## src/rtl/noise_estimation_if.sv

```systemverilog
// Pixel stream, frame geometry and noise results exchanged between the block-order reader and the estimator.
// master drives pixels and frame control; slave returns the per-frame results.
interface noise_estimation_if #(
    parameter int DATA_WIDTH = 32
);
    logic [15:0]           frame_height;
    logic [15:0]           frame_width;
    logic                  start_of_frame;
    logic                  noise_estimation_en;
    logic [DATA_WIDTH-1:0] data_in;
    logic                  valid_in;
    logic [15:0]           estimated_noise;
    logic [15:0]           min_block_variance;
    logic                  estimation_done;
    logic                  busy;

    modport master (
        output frame_height, frame_width, start_of_frame, noise_estimation_en, data_in, valid_in,
        input  estimated_noise, min_block_variance, estimation_done, busy
    );

    modport slave (
        input  frame_height, frame_width, start_of_frame, noise_estimation_en, data_in, valid_in,
        output estimated_noise, min_block_variance, estimation_done, busy
    );
endinterface

```

## src/rtl/noise_estimation.sv

```systemverilog
// Per-block pixel variance, frame mean (restoring divide) and frame minimum of block variances.
// Done pulses 34 edges after the final pixel; no backpressure, pixels outside ACCUM are dropped.
module noise_estimation #(
    parameter int DATA_WIDTH = 32,
    parameter int BLOCK_SIZE = 4
) (
    input logic               clk,
    input logic               rst,
    noise_estimation_if.slave bus
);
    localparam int N  = BLOCK_SIZE * BLOCK_SIZE;
    localparam int L  = $clog2(N);
    localparam int VW = 2 * L + 16;

    typedef enum logic [1:0] {IDLE, ACCUM, DIVIDE, DONE} state_t;
    state_t state;

    logic [L-1:0]  pix_cnt;
    logic [L+7:0]  sum, calc_sum, sum_nx;
    logic [L+15:0] sumsq, calc_sumsq, sumsq_nx;
    logic          calc_vld;
    logic [31:0]   total_blocks, blocks_done, var_acc;
    logic [15:0]   min_var;
    logic [31:0]   div_rem, div_quo, rem_nx, quo_nx;
    logic [4:0]    div_cnt;
    logic [15:0]   est_q, min_q;
    logic          done_q, busy_q;

    logic [7:0]    pix;
    logic [15:0]   pix_sq;
    logic          accept;
    logic [VW-1:0] sumsq_sh, sum_sq, var_full;
    logic [15:0]   blk_var;
    logic [31:0]   area;
    logic [32:0]   div_shift, div_trial;
    logic          unused_bits;

    assign pix      = bus.data_in[7:0];
    assign pix_sq   = {8'd0, pix} * {8'd0, pix};
    // The start_of_frame cycle itself carries the first pixel of the new frame.
    assign accept   = bus.valid_in & bus.noise_estimation_en & (bus.start_of_frame | (state == ACCUM));
    assign sum_nx   = sum + {{L{1'b0}}, pix};
    assign sumsq_nx = sumsq + {{L{1'b0}}, pix_sq};

    assign sumsq_sh = {{L{1'b0}}, calc_sumsq} << L;
    assign sum_sq   = {{(L+8){1'b0}}, calc_sum} * {{(L+8){1'b0}}, calc_sum};
    assign var_full = sumsq_sh - sum_sq;
    assign blk_var  = var_full[VW-1:2*L];

    assign area      = {16'd0, bus.frame_height} * {16'd0, bus.frame_width};
    assign div_shift = {div_rem, div_quo[31]};
    assign div_trial = div_shift - {1'b0, total_blocks};
    assign rem_nx    = div_trial[32] ? div_shift[31:0] : div_trial[31:0];
    assign quo_nx    = {div_quo[30:0], ~div_trial[32]};

    assign unused_bits = ^{bus.data_in[DATA_WIDTH-1:8], var_full[2*L-1:0]};

    always_ff @(posedge clk) begin
        if (rst) begin
            state        <= IDLE;
            pix_cnt      <= '0;
            sum          <= '0;
            sumsq        <= '0;
            calc_sum     <= '0;
            calc_sumsq   <= '0;
            calc_vld     <= 1'b0;
            total_blocks <= '0;
            blocks_done  <= '0;
            var_acc      <= '0;
            min_var      <= '0;
            div_rem      <= '0;
            div_quo      <= '0;
            div_cnt      <= '0;
            est_q        <= '0;
            min_q        <= '0;
            done_q       <= 1'b0;
            busy_q       <= 1'b0;
        end else if (bus.start_of_frame) begin
            state        <= ACCUM;
            busy_q       <= 1'b1;
            done_q       <= 1'b0;
            total_blocks <= area >> L;
            blocks_done  <= '0;
            var_acc      <= '0;
            min_var      <= 16'hFFFF;
            calc_vld     <= 1'b0;
            div_cnt      <= '0;
            if (accept) begin
                pix_cnt <= L'(1);
                sum     <= {{L{1'b0}}, pix};
                sumsq   <= {{L{1'b0}}, pix_sq};
            end else begin
                pix_cnt <= '0;
                sum     <= '0;
                sumsq   <= '0;
            end
        end else begin
            done_q   <= 1'b0;
            calc_vld <= 1'b0;
            if (accept) begin
                if (pix_cnt == L'(N - 1)) begin
                    calc_vld   <= 1'b1;
                    calc_sum   <= sum_nx;
                    calc_sumsq <= sumsq_nx;
                    sum        <= '0;
                    sumsq      <= '0;
                end else begin
                    sum   <= sum_nx;
                    sumsq <= sumsq_nx;
                end
                pix_cnt <= pix_cnt + L'(1);
            end
            if (calc_vld) begin
                var_acc     <= var_acc + {16'd0, blk_var};
                blocks_done <= blocks_done + 32'd1;
                if (blk_var < min_var) min_var <= blk_var;
            end
            case (state)
                ACCUM: begin
                    if (blocks_done == total_blocks) begin
                        state   <= DIVIDE;
                        div_rem <= '0;
                        div_quo <= var_acc;
                        div_cnt <= '0;
                    end
                end
                DIVIDE: begin
                    if (total_blocks == 32'd0) begin
                        est_q  <= '0;
                        min_q  <= '0;
                        done_q <= 1'b1;
                        busy_q <= 1'b0;
                        state  <= DONE;
                    end else begin
                        div_rem <= rem_nx;
                        div_quo <= quo_nx;
                        div_cnt <= div_cnt + 5'd1;
                        if (div_cnt == 5'd31) begin
                            est_q  <= quo_nx[15:0];
                            min_q  <= min_var;
                            done_q <= 1'b1;
                            busy_q <= 1'b0;
                            state  <= DONE;
                        end
                    end
                end
                DONE:    state <= IDLE;
                default: ;
            endcase
        end
    end

    assign bus.estimated_noise    = est_q;
    assign bus.min_block_variance = min_q;
    assign bus.estimation_done    = done_q;
    assign bus.busy               = busy_q;
endmodule

```

## src/flat_wrapper.sv

```systemverilog
// flat-port wrapper written by rule: the top's interface ports become plain ports
module noise_estimation_flat 
#(
    parameter int DATA_WIDTH = 32,
    parameter int BLOCK_SIZE = 4
)
  (clk, rst, bus_frame_height, bus_frame_width, bus_start_of_frame, bus_noise_estimation_en, bus_data_in, bus_valid_in, bus_estimated_noise, bus_min_block_variance, bus_estimation_done, bus_busy);
  noise_estimation_if #(.DATA_WIDTH(DATA_WIDTH)) bus_i ();
  input logic clk;
  input logic rst;
  input wire logic [$bits(bus_i.frame_height)-1:0] bus_frame_height;
  input wire logic [$bits(bus_i.frame_width)-1:0] bus_frame_width;
  input wire logic [$bits(bus_i.start_of_frame)-1:0] bus_start_of_frame;
  input wire logic [$bits(bus_i.noise_estimation_en)-1:0] bus_noise_estimation_en;
  input wire logic [$bits(bus_i.data_in)-1:0] bus_data_in;
  input wire logic [$bits(bus_i.valid_in)-1:0] bus_valid_in;
  output wire logic [$bits(bus_i.estimated_noise)-1:0] bus_estimated_noise;
  output wire logic [$bits(bus_i.min_block_variance)-1:0] bus_min_block_variance;
  output wire logic [$bits(bus_i.estimation_done)-1:0] bus_estimation_done;
  output wire logic [$bits(bus_i.busy)-1:0] bus_busy;
  assign bus_i.frame_height = bus_frame_height;
  assign bus_i.frame_width = bus_frame_width;
  assign bus_i.start_of_frame = bus_start_of_frame;
  assign bus_i.noise_estimation_en = bus_noise_estimation_en;
  assign bus_i.data_in = bus_data_in;
  assign bus_i.valid_in = bus_valid_in;
  assign bus_estimated_noise = bus_i.estimated_noise;
  assign bus_min_block_variance = bus_i.min_block_variance;
  assign bus_estimation_done = bus_i.estimation_done;
  assign bus_busy = bus_i.busy;
  noise_estimation #(.DATA_WIDTH(DATA_WIDTH), .BLOCK_SIZE(BLOCK_SIZE)) u_core (.clk(clk), .rst(rst), .bus(bus_i));
endmodule
```

## config.mk

```make
export PLATFORM = sky130hd
export DESIGN_NAME = noise_estimation_flat
export DESIGN_NICKNAME = d
export VERILOG_FILES = /design/src/rtl/noise_estimation_if.sv /design/src/rtl/noise_estimation.sv /design/src/flat_wrapper.sv
export SDC_FILE = /design/constraint.sdc
export NUM_CORES = 2
export LEC_CHECK = 0
export CAP_MARGIN = 20
export CORE_UTILIZATION = 50
export DETAILED_ROUTE_END_ITERATION = 8
export GPL_ROUTABILITY_DRIVEN = 0
export PLACE_DENSITY = 0.64
export SYNTH_ARGS = -nofsm -noshare
export SYNTH_HDL_FRONTEND = slang
export SYNTH_SLANG_ARGS = --single-unit
```

## constraint.sdc

```tcl
create_clock -name clk -period 9.22 [get_ports clk]
set_clock_uncertainty 0.15 [all_clocks]
set_input_delay 1.844 -clock clk [delete_from_list [all_inputs] [get_ports clk]]
set_output_delay 1.844 -clock clk [all_outputs]
set_load 0.005 [all_outputs]
```

== After elaboration in Yosys (flattened, before gate mapping) ==
Index checks and enable logic that the tools add are counted.
W data, S select, Z words.

* Word-level logic and storage cells: 110
* Input port bits: 69
* Output and inout bits: 34
* Flip-flop bits (word level): 282

* Bitwise operators: 7
* Multiply operators: 3
* Add/sub/neg operators: 8
* Magnitude comparators: 1
* Reduce and logical (&&, ||, !) cells: 21
* Eq/ne operators: 11
* Multiplexer cells: 40

{| class="wikitable"
|+ Operator list
! operator !! number
|-
| $mux W32 || 5
|-
| $mux W16 || 8
|-
| $pmux W32 S2 || 2
|-
| $mux W20 || 3
|-
| $mux W12 || 3
|-
| $sub A33 B28 Y33 || 1
|-
| $add A32 B1 Y32 const B || 1
|-
| $add A32 B16 Y32 || 1
|-
| $eq A32 B28 Y1 || 1
|-
| $logic_not A32 Y1 || 1
|-
| $mul A16 B16 Y32 || 1
|-
| $mul A12 B12 Y24 || 1
|-
| $sub A24 B24 Y24 || 1
|-
| $add A20 B16 Y20 || 1
|-
| $lt A16 B16 Y1 || 1
|-
| $mul A8 B8 Y16 || 1
|-
| $reduce_and A3 Y1 || 5
|-
| $add A12 B8 Y12 || 1
|-
| $reduce_bool A2 Y1 || 6
|-
| $mux W5 || 2
|-
| $pmux W5 S2 || 1
|-
| $mux W1 || 9
|-
| $mux W4 || 2
|-
| $mux W8 || 1
|-
| 21 further kinds || 32
|}

== Depth between registers and ports, before layout ==
* Depth in word-level cells: 6
* Depth in mapped cells: 35
* Gate-level depth less buffers: 34

== Least setup slack after synthesis ==
OpenSTA, ideal clock, no wires.

* Path type: reg2reg
* Start point: register u_core.calc_sum[6]
* End point: register u_core.var_acc[31]
* Required time: 9011 ps
* Path slack: 1352 ps
* Buffers on the path: 1
* Period minus slack after synthesis: 7868 ps
* Cell stages (with the launch flop): 33
* Setup time: 59 ps
* Arrival: 7659 ps
* Path through: dfxtp_1 > clkbuf_1 > inv_1 > nor2_1 > fa_1 > fa_1 > inv_1 > fa_1 > fa_1 > inv_1 > fa_1 > inv_1 > ha_1 > and2_1 > a32o_1 > a31o_2 > nor2_1 > nor2b_1 > o21a_1 > or2_2 > a21oi_1 > xor2_1 > inv_1 > ha_1 > nand3_1 > or4_1 > nand4b_1 > nand3_1 > o21a_1 > nor2b_1 > nor2_1 > or4_1 > nand2_1

* Word-level cells in the longest chain between the ends: 3

{| class="wikitable"
|+ Ends and longest elaborated chain
! item !! line !! text
|-
| start: declaration || noise_estimation.sv:19 || <nowiki>logic [L+7:0] sum, calc_sum, sum_nx;</nowiki>
|-
| start signal: assignment || noise_estimation.sv:103 || <nowiki>calc_sum <= sum_nx;</nowiki>
|-
| $mul A12 B12 Y24 || noise_estimation.sv:46 || <nowiki>assign sum_sq = {{(L+8){1'b0}}, calc_sum} * {{(L+8){1'b0}}, calc_sum};</nowiki>
|-
| $sub A24 B24 Y24 || noise_estimation.sv:47 || <nowiki>assign var_full = sumsq_sh - sum_sq;</nowiki>
|-
| $add A32 B16 Y32 || noise_estimation.sv:114 || <nowiki>var_acc <= var_acc + {16'd0, blk_var};</nowiki>
|-
| end signal: assignment || noise_estimation.sv:114 ||
|-
| end: declaration || noise_estimation.sv:22 || <nowiki>logic [31:0] total_blocks, blocks_done, var_acc;</nowiki>
|}

Every way passes these cells.
A chain may end at the register's enable or synchronous reset.

== Final worst setup path ==
* Start point: register u_core.calc_sum[2]
* End point: register u_core.var_acc[31]

The elaborated chain is that of the path after synthesis.

==> metrics.csv <==
stage;metric;value;unit
hold_path;min_from;u_core.bus.busy;
finish;final_util;0.553;
critical_path;critPathMaxFanout;14;
sta;rsz0062_at_grt;false;
critical_path;path_depth;31;
global_routing;grt_max_degree;90;
die;initial_utilization;0.507;
synthesis;synth_edf_count;0;
power_and_ir_drop;leakagePower;14.7;nW
critical_path;critPathKind;register to register;
critical_path;cp.arrival;9.10;ns
synthesis;synth_top_area_share;0.220;
critical_path;startpoint_type;register;
clocking;clk_path_buf_depth;3;
placed_design;placedCellCount;4164;
critical_path;path_buf_inv;5;
synthesis;syn_nets;4086;
synthesis;synth_ff_type;dfxtp_1;
sta;fmax;115;MHz
synthesis;synth_area;29200;µm²
clocking;clockRootBuffer;clkbuf_16;
hold_path;hold_path_depth;1;
sta;final-hold-violation-count;0;
clocking;clk_pin_slew_worst_paths;0.06;ns
global_routing;gr-usage-all-layers;0.226;
sta;fin_ws;0.513;ns
power_and_ir_drop;power.density;244;nW/µm²
route;dr.first_iter.drc_count;1084;
sta;final-setup-viol-count;0;
synthesis;ys_ff_latch;282;
route;wl;66700;µm
critical_path;r2r-start;u_core.calc_sum[2];
critical_path;crit_required;9.62;ns
die;dieArea;59400;µm²
sta;whs;0.302;ns
sta;fin_crit_sh;0.944;
die;rows;88;
clocking;clock_latency;0.60;ns
clocking;cts_setup_buffers;0;
critical_path;reg2regPathDepth;31;
die;die_y;244;µm
clocking;cts_resized;0;
critical_path;crit_slowest_cell;dfxtp_1;
critical_path;r2r-end;u_core.var_acc[31];
sta;relSlewSlack;0.368;
hold_path;hold_class;register to register;
global_routing;grt_pass1_wl;114000;µm
synthesis;avgSynthCellArea;8.57;µm²
job;max_cap_violations;0;
die;io_pins;103;
critical_path;critical-path-top-delay-family;adder cells;
critical_path;slowest_delay;0.65;ns
synthesis;yosysWarningCount;0;
status;status;completed;
critical_path;setup.worst_path.end_class;register;
finish;drive_above_1_share;0.0405;
sta;tightest_slew;0.948;ns
critical_path;rrSetupSlack;0.51;ns
global_routing;overflow;0;
placed_design;io_buffer_count;78;
synthesis;yosysSeqAreaShare;0.193;
clocking;clkSinkCount;282;
finish;fill_cells;5217;
global_routing;first_global_vias;23821;
route;firstDrtPassIters;5;
route;wire_per_inst;15.8;µm
route;drc;0;
finish;fin_nets;4106;
finish;diodes;0;
route;vias;23065;
die;coreArea;57700;µm²
clocking;numCtsBuffers;31;
clocking;holdBufCountCts;0;
clocking;cts_max_level;1;
synthesis;yosys-top-cells-count;inv_1, nand2_1, fa_1;
route;ant_nets;0;
sta;fin_setup_tns;0;ns
synthesis;synth.distinct_cells;83;
hold_path;holdPathEnd;u_core.bus.busy;
sta;layout_min_cycle_time;8.71;ns
finish;fin_cells;4221;
synthesis;async_reset_ff_frac;0;
synthesis;synth_top_cell_by_area;fa_1;
route;vias_per_cell;5.46;
placed_design;dp_slack;0.321;ns
synthesis;synthCells;3412;
clocking;cts_tree;done;
synthesis;synth_area_leaders;fa_1, dfxtp_1, ha_1;
global_routing;antenna_found_initial;1;
die;die_w;244;µm
finish;area_growth;9.07;%
power_and_ir_drop;vdd_drop_max;0.000333;V
placed_design;dp_hpwl;52400;µm
synthesis;yosysMostFrequentCell;inv_1;
sta;report.final.slew_viol_count;0;
## placed cells by master, fill, tap and decap left out, types with 17 or more instances in the layout
cell type / count
nand3_1: 45
fa_1: 321
buf_4: 45
clkbuf_16: 31
a22o_1: 34
nand2_1: 381
a221oi_1: 18
xor2_1: 82
nor2b_1: 19
inv_1: 540
a211oi_1: 50
o21ai_1: 17
a21o_1: 56
a21oi_1: 160
or3_1: 22
and2_1: 128
dfxtp_1: 282
nor2_1: 257
ha_1: 283
o21ai_0: 74
xnor2_1: 108
and3_1: 22
mux2i_1: 82
nor3_1: 56
nand4_1: 28
clkdlybuf4s50_1: 76
## cell families (layout without fill, tap and decap cells)
logic type | count (synthesis) | count (layout) | share of synthesized area
and+or+nand+nor | 1023 | 1023 | 0.162
AOI/OAI and AO/OA | 551 | 551 | 0.129
DFF | 282 | 282 | 0.193
buffers and inverters | 676 | 720 | 0.0883
adders and majority gates | 605 | 605 | 0.341
muxes | 83 | 83 | 0.0285
xor gates and xnor gates | 192 | 192 | 0.0580
## worst max path at each step
stage                          from                       to  slack, ns
2_1_floorplan    u_core.calc_sum[6]       u_core.var_acc[31]       1.35
3_3_place_gp   bus_frame_height[12]  u_core.total_blocks[27]       0.47
3_5_place_dp   bus_frame_height[12]  u_core.total_blocks[27]       0.32
4_1_cts          u_core.calc_sum[2]       u_core.var_acc[29]       0.44
5_1_grt          u_core.calc_sum[2]       u_core.var_acc[29]      0.008
6_report         u_core.calc_sum[2]       u_core.var_acc[31]       0.51
## per-stage QoR
step	power, mW	instance area, µm²
after floorplan	5.40	29200
after global placement	6.39	30800
after detailed placement	6.48	30800
after CTS	7.84	31900
after global routing	8.55	31900
final	7.78	31900
## worst register-to-register path, delay by kind of cell, from the launching register on
family          cells  cell delay [ns]
flops               1             0.65
compound gates      6             1.31
simple gates       12             2.54
buf+inv             5             0.38
fa+ha+maj           7             3.32
xor+xnor            1             0.31
## registers in the layout, summed over array words and instances, names as in the netlist, 20 cells and up
| register | cells |
|---|---|
| u_core.blocks_done | 32 |
| u_core.div_quo | 32 |
| u_core.sumsq | 20 |
| u_core.div_rem | 32 |
| u_core.calc_sumsq | 20 |
| u_core.var_acc | 32 |
| u_core.total_blocks | 28 |
## where the power goes
part	internal [mW]	switching, mW	total, mW
combinational	2.12	2.94	5.07
clock	0.797	0.518	1.32
sequential	1.31	0.0931	1.40
total	4.23	3.55	7.78
## layout make-up
class                      count  area [µm²]  area share
multi-input combinational   2454       21000       0.660
sequential                   282        5650       0.177
inverter                     540        2030      0.0636
timing repair buffer         123        1110      0.0350
tap                          765         957      0.0300
clock buffer                  46         912      0.0286
clock inverter                11         184     0.00577
## routing by layer
layer	GRT usage	wire length, µm
met2	0.414	33500
met4	0.0570	1400
met5	0	13
met1	0.284	29400
met3	0.0218	2340
Power figures use the tool's default switching activity.
